## src/rtl/irq_pkg.sv

```systemverilog
// Shared types and helpers for the N-source interrupt controller.
// Holds the claim FSM state encoding and the vector address helper.
package irq_pkg;

  localparam int MAX_SRC = 32;
  localparam int MAX_VEC = 64;

  typedef enum logic [1:0] {
    IDLE,
    ASSERT,
    RELEASE
  } state_e;

  function automatic logic [MAX_VEC-1:0] vec_of(
    input logic [MAX_VEC-1:0] base,
    input logic [MAX_VEC-1:0] stride,
    input logic [MAX_VEC-1:0] id
  );
    return base + stride * id;
  endfunction

endpackage

```

## src/rtl/irq_ctrl_n_prio_enc.sv

```systemverilog
// Lowest-index-first one finder over the request vector.
// Purely combinational; index 0 has the highest priority.
module irq_ctrl_n_prio_enc
  import irq_pkg::*;
#(
  parameter int NUM_SRC = 8,
  parameter int ID_W    = (NUM_SRC > 1) ? $clog2(NUM_SRC) : 1
) (
  input  logic [NUM_SRC-1:0] req_i,
  output logic               valid_o,
  output logic [ID_W-1:0]    id_o
);

  always_comb begin
    valid_o = 1'b0;
    id_o    = '0;
    // Scan downward so the lowest set bit is the last one written.
    for (int i = NUM_SRC - 1; i >= 0; i--) begin
      if (req_i[i]) begin
        valid_o = 1'b1;
        id_o    = ID_W'(i);
      end
    end
  end

endmodule

```

## src/rtl/irq_ctrl_n.sv

```systemverilog
// N-source interrupt controller: mask, edge/level mode, pending latch,
// vector table and a claim/ack/release handshake toward the CPU.
module irq_ctrl_n
  import irq_pkg::*;
#(
  parameter int               NUM_SRC    = 8,
  parameter int               VEC_W      = 32,
  parameter logic [VEC_W-1:0] VEC_BASE   = VEC_W'(32'h0000_0100),
  parameter int               VEC_STRIDE = 4,
  parameter int               ID_W       = (NUM_SRC > 1) ? $clog2(NUM_SRC) : 1
) (
  input  logic               clk,
  input  logic               rst,
  input  logic [NUM_SRC-1:0] src,
  input  logic [NUM_SRC-1:0] mask,
  input  logic [NUM_SRC-1:0] edge_mode,
  input  logic               ack,
  output logic               INT,
  output logic [VEC_W-1:0]   INT_INSTR,
  output logic [ID_W-1:0]    int_id,
  output logic [NUM_SRC-1:0] pending
);

  state_e             state_q, state_d;
  logic               int_q, int_d;
  logic [VEC_W-1:0]   instr_q, instr_d;
  logic [ID_W-1:0]    id_q, id_d;
  logic [NUM_SRC-1:0] prev_q;
  logic [NUM_SRC-1:0] pend_q, pend_d;
  logic [NUM_SRC-1:0] rise;
  logic [NUM_SRC-1:0] req;
  logic [NUM_SRC-1:0] clr;
  logic               ack_clr;
  logic               enc_vld;
  logic [ID_W-1:0]    enc_id;

  assign rise = src & ~prev_q;
  assign req  = mask & ((pend_q & edge_mode) | (src & ~edge_mode));

  irq_ctrl_n_prio_enc #(
    .NUM_SRC (NUM_SRC),
    .ID_W    (ID_W)
  ) u_enc (
    .req_i   (req),
    .valid_o (enc_vld),
    .id_o    (enc_id)
  );

  always_comb begin
    state_d = state_q;
    int_d   = int_q;
    instr_d = instr_q;
    id_d    = id_q;
    ack_clr = 1'b0;
    unique case (state_q)
      IDLE: begin
        if (enc_vld) begin
          id_d    = enc_id;
          instr_d = VEC_W'(vec_of(MAX_VEC'(VEC_BASE),
                                  MAX_VEC'(VEC_STRIDE),
                                  MAX_VEC'(enc_id)));
          int_d   = 1'b1;
          state_d = ASSERT;
        end
      end
      ASSERT: begin
        if (ack) begin
          ack_clr = 1'b1;
          int_d   = 1'b0;
          state_d = RELEASE;
        end
      end
      RELEASE: begin
        if (!ack) state_d = IDLE;
      end
      default: state_d = IDLE;
    endcase
  end

  // A new edge in the ack cycle must survive, so set is applied last.
  assign clr    = ack_clr ? (NUM_SRC'(1) << id_q) : '0;
  assign pend_d = (pend_q & ~(clr & edge_mode)) | (rise & edge_mode);

  always_ff @(posedge clk) begin
    if (rst) begin
      state_q <= IDLE;
      int_q   <= 1'b0;
      instr_q <= '0;
      id_q    <= '0;
      prev_q  <= '0;
      pend_q  <= '0;
    end else begin
      state_q <= state_d;
      int_q   <= int_d;
      instr_q <= instr_d;
      id_q    <= id_d;
      prev_q  <= src;
      pend_q  <= pend_d;
    end
  end

  assign INT       = int_q;
  assign INT_INSTR = instr_q;
  assign int_id    = id_q;
  assign pending   = pend_q;

endmodule

```

## config.mk

```make
export PLATFORM = sky130hd
export DESIGN_NAME = irq_ctrl_n
export DESIGN_NICKNAME = d
export VERILOG_FILES = /design/src/rtl/irq_pkg.sv /design/src/rtl/irq_ctrl_n_prio_enc.sv /design/src/rtl/irq_ctrl_n.sv
export SDC_FILE = /design/constraint.sdc
export NUM_CORES = 1
export LEC_CHECK = 0
export ABC_AREA = 1
export CAP_MARGIN = 20
export CELL_PAD_IN_SITES_DETAIL_PLACEMENT = 0
export CELL_PAD_IN_SITES_GLOBAL_PLACEMENT = 2
export CORE_UTILIZATION = 23
export CTS_BUF_LIST = sky130_fd_sc_hd__clkbuf_4 sky130_fd_sc_hd__clkbuf_8
export DETAILED_ROUTE_END_ITERATION = 8
export HOLD_SLACK_MARGIN = 0.03
export MAX_ROUTING_LAYER = met4
export PLACE_DENSITY_LB_ADDON = 0.1
export SLEW_MARGIN = 10
export SYNTH_ARGS = -nofsm -noshare
export SYNTH_HDL_FRONTEND = slang
export SYNTH_SLANG_ARGS = --single-unit
```

## constraint.sdc

```tcl
create_clock -name clk -period 2.4 [get_ports clk]
set_input_delay 0.36 -clock clk [delete_from_list [all_inputs] [get_ports clk]]
set_output_delay 0.36 -clock clk [all_outputs]
set_load 0.01 [all_outputs]
```

==> impl_results.md <==
* Outcome: finished, final reports clean
* Clk_skew at 0.00765 ns
* XOR/XNOR Fraction of Synth Area at 0%
* RSZ-0062 raised after global routing: no
* Die area at 6350 um2
* Hold path depth at 1
* Drt drc at 0
* Worst Setup Slack, final at 0.636 ns
* Dpl hpwl at 2620 um
* Share of the synthesized area in the top cell type at 33.2%
* Height of the die at 79.7 um
* Min Tclk post-route at 1.76 ns
* R2R Path End: pending[2]
* CTS Hold Bufs at 0
* Post-CTS Setup Bufs at 0
* Worst r2r src: state_q[1]
* Static Leakage at 0.791 nW
* Final setup TNS at 0 ns
* Clk slew on worst S/H paths at 0.09 ns
* Syn_area_per_cell at 7.58 um2
* Clk root buf: clkbuf_8
* Initial antenna violation count at 0
* Nets at 252
* Worst setup EP type: output pin
* Drt total wl at 3220 um
* Worst Setup Path Type: register to output pin
* Area growth syn-to-layout at 30.6%
* Post-synthesis mux area share at 0%
* Synthesis Warnings at 0
* Share of cells above drive strength 1 at 17.0%
* Vias in the first global route at 1093
* CTS sink cnt at 23
* Post-synthesis simple-gate area fraction at 27.1%
* Area of the mapped netlist at 1390 um2
* Clk_lat worst skew at 0.27 ns
* CTS Buf Count at 3
* Initial DRC count at 53
* CP startpoint kind: register
* Post-Synth Adder-Cell Area at 0%
* Endpoints failing setup at 0
* FMAX at 567 MHz
* Mean routed wirelength per cell at 10.9 um
* Final period utilization at 73.5%
* Delay-heaviest family, CP: buffers and inverters
* Largest family of logic cells by synthesized area: simple AND/OR/NAND/NOR gates
* Buf+Inv Stages, Crit Path at 1
* Layout fillers at 617
* Post-CTS resize count at 0
* Largest net degree at the start of global routing at 14
* Flops & latches, synth at 23
* Global-route wire length before repair at 5040 um
* Endpoints failing hold at 0
* Number of buffers added on ports at 42
* Cells along the critical path: clkdlybuf4s50_1
* Arr. time, crit path at 1.40 ns
* Total number of vias at 1172
* Crit path max fanout at 8
* Sequential share of the synthesized area at 33.2%
* Synth cell types at 27
* Drt first pass iters at 4
* Setup WS pre-CTS at 0.582 ns
* H-tree lvl count at 1
* Crit-path max cell delay at 0.60 ns
* Vias per cell at 3.96
* Synth area leaders: dfxtp_1 33%, buf_4 17%, nand2_1 6.0%
* Post-synthesis cell count at 183
* Area leader, netlist: dfxtp_1
* Max-cap violations at 0
* Req. time, crit path at 2.04 ns
* Io pins at 71
* Die W at 79.7 um
* HP Class: register to register
* GRT Total Usage at 10.7%
* CTS tree: done
* R2R cell count at 8
* Pwr per Cell Area at 547 nW/um2
* GP Congestion at 0.757
* Hold Startpoint: prev_q[5]
* Flop-to-flop setup slack at 1.08 ns
* Slew Limit Fails at 0
* Grt ovf at 0
* Worst IR Drop VDD at 0.000273 V
* Cell Rows at 27
* Core Footprint at 5680 um2
* Initial Util at 24.4%
* Area fraction in compound gates after synthesis at 15.3%
* Worst hold endpoint: pending[5]
* Critical path's slowest cell: clkdlybuf4s50_1
* Antenna Nets Post-Route at 0
* Ant. Diodes at 0
* Bufs on Longest Clock Path at 2
worst max-delay path by stage:
stage / startpoint / to / cells after the start
after floorplan: edge_mode[1] / int_id[0] / 10
after global routing: INT_INSTR[4] / INT_INSTR[4] / 1
after CTS: INT_INSTR[4] / int_id[2] / 1
final: INT_INSTR[4] / INT_INSTR[4] / 1
after global placement: edge_mode[3] / int_id[0] / 10
after detailed placement: edge_mode[2] / int_id[0] / 10
area by class of cell:
type	instances	area (um2)	share of cell area (%)
repair buffers	43	428	23.6
clock inverters	1	5.00	0.276
flip-flops and latches	23	460	25.4
multi-input cells	129	693	38.3
well taps	72	90.1	4.97
clock buffers	3	41.3	2.28
inverters	25	93.8	5.18
routing by layer:
layer	wire length, um	GRT usage, %	up-vias
met5	0	-	-
met4	19	2.00	0
met3	148	2.86	2
met2	1570	17.6	37
met1	1480	13.1	526
li1	-	-	607
cells in the final DEF, fill, tap and decap left out:
cell and instances:
a21oi_1 11, a21oi_2 2, a31oi_1 1, buf_4 1, clkbuf_8 3, clkdlybuf4s50_1 42, clkinv_2 1, conb_1 28
dfxtp_1 23, inv_1 19, inv_2 6, nand2_1 22, nand2_2 7, nand2_4 1, nand3_1 9, nand3_4 1
nor2_1 21, nor2_2 3, nor2_4 2, nor3_1 5, nor3_2 3, o211ai_1 1, o211ai_2 6, o21ai_0 2
o21ai_2 1, o21ai_4 1, o31ai_1 1, o41ai_1 1
state kept, by name, indices dropped and copies added (netlist names):
name,count
pending,8
int_id,2
INT_INSTR,2
prev_q,8
state_q,2
INT,1
Yosys cell counts:
master,n
buf_4,31
dfxtp_1,23
nand2_1,22
nor2_1,21
inv_1,19
a21oi_1,11
nand3_1,9
nand2_2,7
inv_2,6
o211ai_2,6
nor3_1,5
nor2_2,3
nor3_2,3
a21oi_2,2
nor2_4,2
o21ai_0,2
a31oi_1,1
buf_1,1
buf_2,1
conb_1,1
nand2_4,1
nand3_4,1
o211ai_1,1
o21ai_2,1
o21ai_4,1
o31ai_1,1
o41ai_1,1
report_power, final:
part / total [mW] / leakage (nW) / internal, mW / switching [mW]
clock network: 0.246 / 0.0255 / 0.116 / 0.131
registers: 0.448 / 0.191 / 0.414 / 0.0336
logic: 0.297 / 0.574 / 0.139 / 0.158
kinds of logic (layout without fill, tap and decap cells):
kind of cell / count (synthesis) / in the layout
flops: 23 / 23
compound gates: 27 / 27
other cells: 1 / 28
buf+inv: 58 / 72
simple gates: 74 / 74
metrics by stage:
step	util, %	hold slack, ns	std cells	area (um2)	total power [mW]
after floorplan	-	0.398	210	1490	0.658
after global placement	31.1	0.401	292	1770	0.755
after detailed placement	31.1	0.409	292	1770	0.754
after CTS	31.9	0.419	296	1810	1.01
after global routing	31.9	0.444	296	1810	1.06
final	31.9	0.416	296	1810	0.991
Note: power is estimated with default switching activity, not from simulation.
